[src/rtl/game_pkg.sv]
// ---------------------------------------------------------------------------
// game_pkg
// Shared definitions for the game timing blocks.
//   timer_state_t    : states of the turn countdown FSM
//   TURN_SECONDS_DEF : default length of one player turn, in seconds
//   CLK_HZ           : system clock frequency, also the default tick divider
//   sec_dec()        : saturating one-second decrement of a seconds value
// ---------------------------------------------------------------------------
package game_pkg;

  typedef enum logic [1:0] {
    IDLE    = 2'd0,
    RUN     = 2'd1,
    PAUSED  = 2'd2,
    EXPIRED = 2'd3
  } timer_state_t;

  localparam int TURN_SECONDS_DEF = 10;
  localparam int CLK_HZ           = 50_000_000;

  // Decrement that stops at zero, so a stray tick can never wrap the
  // display value round to 15.
  function automatic logic [3:0] sec_dec(input logic [3:0] s);
    if (s == 4'd0) begin
      return 4'd0;
    end
    return s - 4'd1;
  endfunction

endpackage

[src/rtl/tick_prescaler.sv]
// ---------------------------------------------------------------------------
// tick_prescaler
// Divides the system clock down to a one-second tick.
//   clk    : system clock
//   rst    : asynchronous active-high reset, counter to 0
//   clear  : synchronous clear of the counter (wins over enable)
//   enable : counter advances while high, holds its value while low
//   tick   : high for the one cycle in which the counter wraps
// The counter runs 0..TICK_DIV-1; tick is decoded from the last count so
// the consumer sees it on the same edge that wraps the counter back to 0.
// ---------------------------------------------------------------------------
module tick_prescaler
  import game_pkg::*;
#(
  parameter int TICK_DIV = CLK_HZ
) (
  input  logic clk,
  input  logic rst,
  input  logic clear,
  input  logic enable,
  output logic tick
);

  // A divider of 1 would give a zero-width counter, so keep at least 1 bit.
  localparam int            CW   = (TICK_DIV > 1) ? $clog2(TICK_DIV) : 1;
  localparam logic [CW-1:0] LAST = CW'(TICK_DIV - 1);

  logic [CW-1:0] count;

  // The tick is suppressed while clearing so a start or abort landing on
  // the wrap cycle never also produces a decrement.
  assign tick = enable && !clear && (count == LAST);

  // Counter: clear has priority, then advance-and-wrap while enabled.
  // With enable low the partial count is kept, which is what lets a
  // paused turn resume exactly where it stopped.
  always_ff @(posedge clk or posedge rst) begin
    if (rst) begin
      count <= '0;
    end else if (clear) begin
      count <= '0;
    end else if (enable) begin
      if (count == LAST) begin
        count <= '0;
      end else begin
        count <= count + 1'b1;
      end
    end
  end

endmodule

[src/rtl/turn_timer.sv]
// ---------------------------------------------------------------------------
// turn_timer
// Per-turn countdown timer for the game controller.
//   clk     : system clock, all state on its rising edge
//   rst     : asynchronous active-high reset, back to IDLE
//   start   : one-cycle pulse, reload TURN_SECONDS and run
//   pause   : level, freezes the countdown while high
//   abort   : one-cycle pulse, return to IDLE
//   seconds : remaining seconds, to the seven-segment seconds input
//   running : high in RUN only
//   expired : high in EXPIRED only
//   timeout : one-cycle pulse on entry to EXPIRED
// Inputs are prioritised abort > start > pause > tick. All outputs are
// registers written in the FSM block, so nothing reaches an output
// combinationally from an input.
// ---------------------------------------------------------------------------
module turn_timer
  import game_pkg::*;
#(
  parameter int TICK_DIV     = CLK_HZ,
  parameter int TURN_SECONDS = TURN_SECONDS_DEF
) (
  input  logic       clk,
  input  logic       rst,
  input  logic       start,
  input  logic       pause,
  input  logic       abort,
  output logic [3:0] seconds,
  output logic       running,
  output logic       expired,
  output logic       timeout
);

  // TURN_SECONDS is expected in 1..15 so it fits the 4-bit display value.
  localparam logic [3:0] SEC_INIT = 4'(TURN_SECONDS);

  timer_state_t state;
  logic         pre_clear;
  logic         pre_enable;
  logic         tick;

  // The prescaler is held at 0 in IDLE and cleared on every start/abort so
  // each fresh turn gets a full first second. It is also enabled in PAUSED
  // (when pause has dropped) so the release edge already counts, keeping the
  // total time per second at exactly TICK_DIV counting edges across a pause.
  assign pre_clear  = abort || start || (state == IDLE);
  assign pre_enable = ((state == RUN) || (state == PAUSED)) && !pause;

  tick_prescaler #(
    .TICK_DIV (TICK_DIV)
  ) u_prescaler (
    .clk    (clk),
    .rst    (rst),
    .clear  (pre_clear),
    .enable (pre_enable),
    .tick   (tick)
  );

  // Turn FSM with its seconds register and registered status outputs.
  // timeout defaults low every cycle and is only raised on the edge that
  // enters EXPIRED, which makes it a single-cycle pulse by construction.
  // Leaving PAUSED on a tick cycle is handled like RUN so a second that
  // completes on the release edge is not lost.
  always_ff @(posedge clk or posedge rst) begin
    if (rst) begin
      state   <= IDLE;
      seconds <= SEC_INIT;
      running <= 1'b0;
      expired <= 1'b0;
      timeout <= 1'b0;
    end else begin
      timeout <= 1'b0;
      if (abort) begin
        state   <= IDLE;
        seconds <= SEC_INIT;
        running <= 1'b0;
        expired <= 1'b0;
      end else if (start) begin
        state   <= RUN;
        seconds <= SEC_INIT;
        running <= 1'b1;
        expired <= 1'b0;
      end else begin
        case (state)
          IDLE: begin
            seconds <= SEC_INIT;
          end
          RUN, PAUSED: begin
            if (pause) begin
              state   <= PAUSED;
              running <= 1'b0;
            end else if (tick && (seconds <= 4'd1)) begin
              state   <= EXPIRED;
              seconds <= 4'd0;
              running <= 1'b0;
              expired <= 1'b1;
              timeout <= 1'b1;
            end else begin
              state   <= RUN;
              running <= 1'b1;
              if (tick) begin
                seconds <= sec_dec(seconds);
              end
            end
          end
          EXPIRED: begin
            seconds <= 4'd0;
          end
          default: begin
            state   <= IDLE;
            seconds <= SEC_INIT;
            running <= 1'b0;
            expired <= 1'b0;
          end
        endcase
      end
    end
  end

endmodule
[config.mk]
export PLATFORM = sky130hd
export DESIGN_NAME = turn_timer
export DESIGN_NICKNAME = d
export VERILOG_FILES = /design/src/rtl/game_pkg.sv /design/src/rtl/tick_prescaler.sv /design/src/rtl/turn_timer.sv
export SDC_FILE = /design/constraint.sdc
export NUM_CORES = 1
export LEC_CHECK = 0
export ABC_AREA = 1
export CORE_MARGIN = 2
export CORE_UTILIZATION = 51
export DETAILED_ROUTE_END_ITERATION = 8
export GPL_TIMING_DRIVEN = 0
export PLACE_DENSITY = 0.79
export SETUP_SLACK_MARGIN = 0.4
export SLEW_MARGIN = 20
export SYNTH_ARGS = -nofsm -noshare
export SYNTH_HDL_FRONTEND = slang
export SYNTH_HIERARCHICAL = 1
export SYNTH_SLANG_ARGS = --single-unit
[constraint.sdc]
create_clock -name clk -period 2.3 [get_ports clk]
set_input_delay 0.345 -clock clk [delete_from_list [all_inputs] [get_ports clk]]
set_output_delay 0.345 -clock clk [all_outputs]
set_load 0.01 [all_outputs]
==> results of run 1 <==
cell type report:
cell class	instances	area [um2]
Buffer	4	32.5
Clock buffer	6	82.6
Clock inverter	2	35.0
Fill cell	348	1590
Inverter	41	155
Multi-Input combinational cell	223	1240
Sequential cell	35	881
Tap cell	52	65.1
Timing Repair Buffer	25	215
metal layers:
| metal | global-route usage (%) | up-vias |
|---|---|---|
| li1 | - | 1043 |
| met1 | 27.4 | 1000 |
| met2 | 35.3 | 41 |
| met3 | 5.63 | 7 |
| met4 | 7.69 | 0 |
| met5 | 0 | - |
synth_stat cells, types with 2 or more instances:
library cell / count / area [um2]
o21ai_0: 8 / 40.0
o21bai_1: 2 / 15.0
xor2_1: 9 / 78.8
nand4_1: 10 / 62.6
inv_2: 2 / 7.51
nand2_1: 84 / 315
a21oi_1: 7 / 35.0
dfstp_2: 2 / 52.6
nor2_2: 5 / 31.3
nor3_1: 3 / 15.0
ha_1: 4 / 50.1
nor2_4: 6 / 67.6
nand3_2: 2 / 20.0
dfrtp_1: 33 / 826
nand3_1: 20 / 100
o22ai_1: 5 / 31.3
buf_6: 2 / 22.5
nor2_1: 25 / 93.8
inv_1: 37 / 139
nand2_2: 7 / 43.8
a31oi_1: 3 / 18.8
clkinv_1: 2 / 7.51
o21ai_1: 17 / 85.1
repair_timing:
action | in CTS | in global routing
setup buffers | 3 | 11
pin swaps | 3 | 4
resized for setup | 10 | 11
endpoints found under the setup margin | 27 | 22
placed cells by master (no fill, tap or decap):
cell type and n:
nand2_1 81, inv_1 36, dfrtp_1 31, nor2_1 21, nand3_1 20, o21ai_1 17
buf_4 14, nor2_4 12, clkdlybuf4s50_1 11, nand4_1 10, nand2_2 10, xor2_1 9
o21ai_0 8, a21oi_1 7, clkbuf_8 6, o22ai_1 5, nor2_2 3, a31oi_1 3
nor3_1 3, inv_2 2, o21bai_1 2, clkinv_1 2, nand3_2 2, ha_4 2
ha_1 2, clkinv_2 2, dfstp_2 2, buf_6 2, dfrtp_2 2, nand2_4 1
or2_1 1, o21ai_4 1, bufinv_16 1, buf_2 1, a21oi_4 1, clkbuf_2 1
xnor2_1 1, nand3b_1 1
final timing paths:
kind,to,depth (start not counted),from
setup / recovery,seconds[0],12,state[1]
hold / removal,seconds[2],2,rst
setup reg to reg,seconds[0],12,state[1]
hold reg to reg,expired,2,expired
max in group asynchronous,u_prescaler/count[15],2,rst
min in group clk,expired,2,expired
critical path: cells and delay by family, from the launching register on:
family	cells	cell delay, ps
buffers and inverters	4	360
adder cells (fa/ha/maj)	1	300
AND/OR/NAND/NOR	5	630
flip-flops	1	360
AO/OA/AOI/OAI	2	120
through the flow:
step                util, %  area, um2  setup TNS [ps]  total power, mW  hold slack [ps]
finish                 63.1       2710               0             1.33              358
global route           63.1       2710               0             1.38              397
CTS                    60.1       2580               0             1.33              347
detailed placement     56.1       2410           -4120            0.736              477
global placement       56.1       2410           -3730            0.734              480
floorplan                 -       2230               0            0.701              171
where the power goes:
group	internal, mW	switching (mW)
logic	0.0466	0.0722
clock network	0.351	0.230
registers	0.623	0.00647
kinds of logic (layout without fill, tap and decap cells):
family	Yosys count	in the layout	share of synthesized area, %
and+or+nand+nor	165	165	34.7
buffers and inverters	45	78	8.29
AOI/OAI and AO/OA	44	44	11.5
DFF	35	35	39.3
xor gates and xnor gates	10	10	3.92
adders and majority gates	4	4	2.24
flip-flops by register name (all words and copies together), names as in the netlist:
signal	count
expired	1
seconds	4
u_prescaler/count	26
timeout	1
running	1
state	2
==> reports/results.tsv, run 1 <==
metric	value	unit
peak supply drop	0.386	mV
Pre-antenna DRT Iters	4	
# placed instances	366	
CTS Buf Count	5	
clock-pin slew on the worst setup and hold paths	70	ps
CORE AREA	4290	um2
GP Congestion	0.890	
crit-path max FO	4	
cell area after synthesis	2230	um2
Nets	344	
ys async rst share	100	%
Setup crit start kind	flop	
max incr delay on CP	360	ps
Ys Warns	6	
DP Worst Slack	-284	ps
crit path time final	1860	ps
Most Frequent Cell on Critical Path	nor2_4	
Die H	70.2	um
Tcrit/Tclk final	80.7	%
Initial Utilization	52.0	%
die area	4920	um2
Rows	24	
Tot GR Track Use	21.5	%
Post-Syn Instances	303	
f_max	0.539	GHz
drt total wl	5270	um
Clock Path Buffers	2	
clk_lat worst skew	290	ps
worst-case clock skew	10.6	ps
CP Cell Sequence	inv_1 -> ha_4 -> inv_2 -> nor2_4 -> nand2_2 -> nor2_4 -> inv_1 -> nor2_4 -> buf_4 -> o21ai_4 -> nand3_1 -> o21ai_1	
vias in the first global route	1853	
I/O Buffers	11	
Synth Register Bits	35	
Clock Tree Root	clkbuf_8	
vias per cell	5.39	
Worst Setup End Kind	flop	
H-tree lvl count	2	
RSZ-0062 raised after global routing	yes	
DRT antenna net count	0	
number of different library cells in the post-synthesis netlist	31	
global route overflow	0	
Crit-path slowest cell	dfrtp_1	
Max Cap Viol	0	
setup violators final	0	
IO Pins	12	
first-pass GRT wire length	8360	um
Post-synth EDFFs	0	
Worst-Margin Slew	960	ps
ys flop type	dfrtp_1	
Area Overhead vs Synth	21.3	%
Antenna Cells	0	
cts-stage hold buffer count	0	
status	finished, final reports clean	
drt wl/cell	13.6	um
Top Metal Used	met4	
CTS tree	done	
die width	70.2	um
hold violation total from the final report	0	
Data required, critical path	2480	ps
WL met1	2450	um
Worst R2R Setup Slack	440	ps
met2 WL	2570	um
metal3 WL	186	um
WP data arrival	2030	ps
via count	2091	
pin count of the biggest net entering global routing	27	
pwr dens	491	nW/um2
Leak	1.15	nW
register area share after synthesis	39.3	%
share of layout cells above drive strength 1	19.3	%
Slew HR	35.6	%
Post-Syn Area per Cell	7.37	um2
WS Path Type	flop to flop	
DRT iter0 DRCs	169	
Post-Layout Cell Count	388	
antenna violations before repair	0	
worst setup margin	445	ps
Final HPWL DP	3410	um
Post-Syn Nets	312	
DRC Markers	0	
Hold Crit Class	input port to asynchronous set/reset pin	
clk sinks	35	
final slew viol count	0	
Power figures use the tool's default switching activity.
==> run 2, diff against run 1 <==
Settings changed: PLACE_DENSITY 0.79 to 0.81.
Clock period 2.3 ns to 1.69 ns, I/O delays scaled along.
==> run 2 against run 1 <==
The flow now finishes with violations (negative setup slack). Combinational power rose by 120%. Cell count is 11% higher. Clock skew down 5.4 ps. Register-to-register slack worse by 610 ps. Core utilization up 15 points. Wire length increased by 52%. Setup slack got worse by 610 ps. Sequential power grew 36%. Die area is the same. Clock-buffer cell count up 1. Via count up 23%. Critical path type unchanged. Critical endpoint is now u_prescaler/count[2]. Largest cell class unchanged.
==> reports/results.tsv, run 2 (synthesis gave the netlist of run 1 again) <==
metric	value	unit
status	complete, but fails checks	
failing checks	negative setup slack	
Slew HR	61.5	%
hold violation total from the final report	0	
setup violators final	34	
# placed instances	366	
CTS tree	done	
share of layout cells above drive strength 1	42.1	%
Max Cap Viol	0	
vias per cell	5.96	
first-pass GRT wire length	9720	um
biggest regs	u_prescaler/count (26), seconds (4), state (2)	
DRT iter0 DRCs	299	
I/O Buffers	11	
Post-Layout Cell Count	430	
final slew viol count	0	
H-tree lvl count	2	
Leak	1.53	nW
Area Overhead vs Synth	49.2	%
pwr dens	514	nW/um2
clk sinks	35	
Clock Path Buffers	2	
Antenna Cells	0	
Clock Tree Root	clkbuf_8	
Reg area	882	um2
crit path time final	1860	ps
IO Pins	12	
vias in the first global route	2105	
antenna violations before repair	0	
CTS Buf Count	5	
peak supply drop	0.490	mV
crit-path max FO	6	
Data required, critical path	1870	ps
worst-case clock skew	5.15	ps
Nets	387	
Tcrit/Tclk final	110	%
drt total wl	8010	um
die width	70.2	um
Setup crit start kind	flop	
die area	4920	um2
via count	2564	
max FFs per register	26	
Fill cells	252	
Final HPWL DP	3560	um
clk_lat worst skew	300	ps
CORE AREA	4290	um2
multi-input logic area	1490	um2
GP Congestion	0.862	
DRT antenna net count	0	
drt wl/cell	18.6	um
WP data arrival	2040	ps
Die H	70.2	um
RSZ-0062 raised after global routing	yes	
WS Path Type	flop to flop	
global route overflow	0	
worst setup margin	-167	ps
Pre-antenna DRT Iters	5	
cts-stage hold buffer count	0	
Initial Utilization	52.0	%
most common cell after layout, fill and taps aside	nand2_1	
Top reg by flops	u_prescaler/count	
pin count of the biggest net entering global routing	27	
DRC Markers	0	
clock-pin slew on the worst setup and hold paths	70	ps
commonest cells after routing, fill and taps aside	nand2_1 (66), buf_4 (41), inv_1 (31)	
Fin Hold WS	311	ps
f_max	0.538	GHz
Rows	24	
Tot GR Track Use	25.1	%
Hold Crit Class	input port to asynchronous set/reset pin	
Worst Setup End Kind	flop	
Worst-Margin Slew	576	ps
run 2: path summary, 6_finish.rpt:
check / startpoint / endpoint / slack [ps] / cells after the start
worst min register to register: expired / expired / 500 / 2
worst max-delay path: state[0] / u_prescaler/count[2] / -170 / 12
worst max register to register: state[0] / u_prescaler/count[2] / -170 / 12
min in group clk: expired / expired / 500 / 2
worst min-delay path: rst / timeout / 310 / 2
max in group asynchronous: rst / u_prescaler/count[15] / 880 / 2
run 2: metal layers:
metal  part of all wire (%)  wire length (um)  GRT usage, %
met5                      0                 0             0
met4                    4.6               372          8.97
met1                     39              3150          32.6
met2                     49              3930          41.5
met3                    7.0               561          5.19
run 2: cell type report:
type / count / share of cell area (%)
timing repair inverter: 1 / 0.263
tap: 52 / 1.95
buffer: 4 / 1.39
multi-input combinational: 224 / 44.6
clock buffer: 7 / 2.29
sequential: 35 / 26.5
inverter: 41 / 4.84
timing repair buffer: 66 / 18.2
run 2: stage by stage:
stage / setup slack [ps] / util, % / total power, mW / setup TNS, ps / instance area (um2)
5_1_grt: -274 / 77.6 / 1.76 / -4000 / 3330
2_1_floorplan: 39.8 / - / 0.971 / 0 / 2320
6_report: -167 / 77.6 / 1.71 / -3010 / 3330
3_5_place_dp: -386 / 58.2 / 1.02 / -8570 / 2500
3_3_place_gp: -348 / 58.2 / 1.02 / -7140 / 2500
4_1_cts: 4.50 / 65.0 / 1.63 / 0 / 2790
run 2: what timing repair did:
item / CTS / global route
resized for setup: 25 / 69
setup endpoints to repair: 41 / 36
pin swaps: 9 / 29
cloned: 2 / 3
buffers inserted: 21 / 31
run 2: critical path: stages, from the launching register on:
cell     delay (ps)
dfrtp_1         400
inv_2            80
ha_4            290
inv_4            40
nor2_4          150
buf_6           120
buf_6           100
nor2_4           40
buf_12          130
buf_12          120
buf_8           120
nand2_1          90
o21ai_2          60
run 2: power by group:
part           switching (mW)  internal [mW]  total (mW)
Sequential            0.00687          0.848       0.855
Combinational           0.140          0.117       0.258
Clock                   0.317          0.284       0.601
Total                   0.464           1.25        1.71
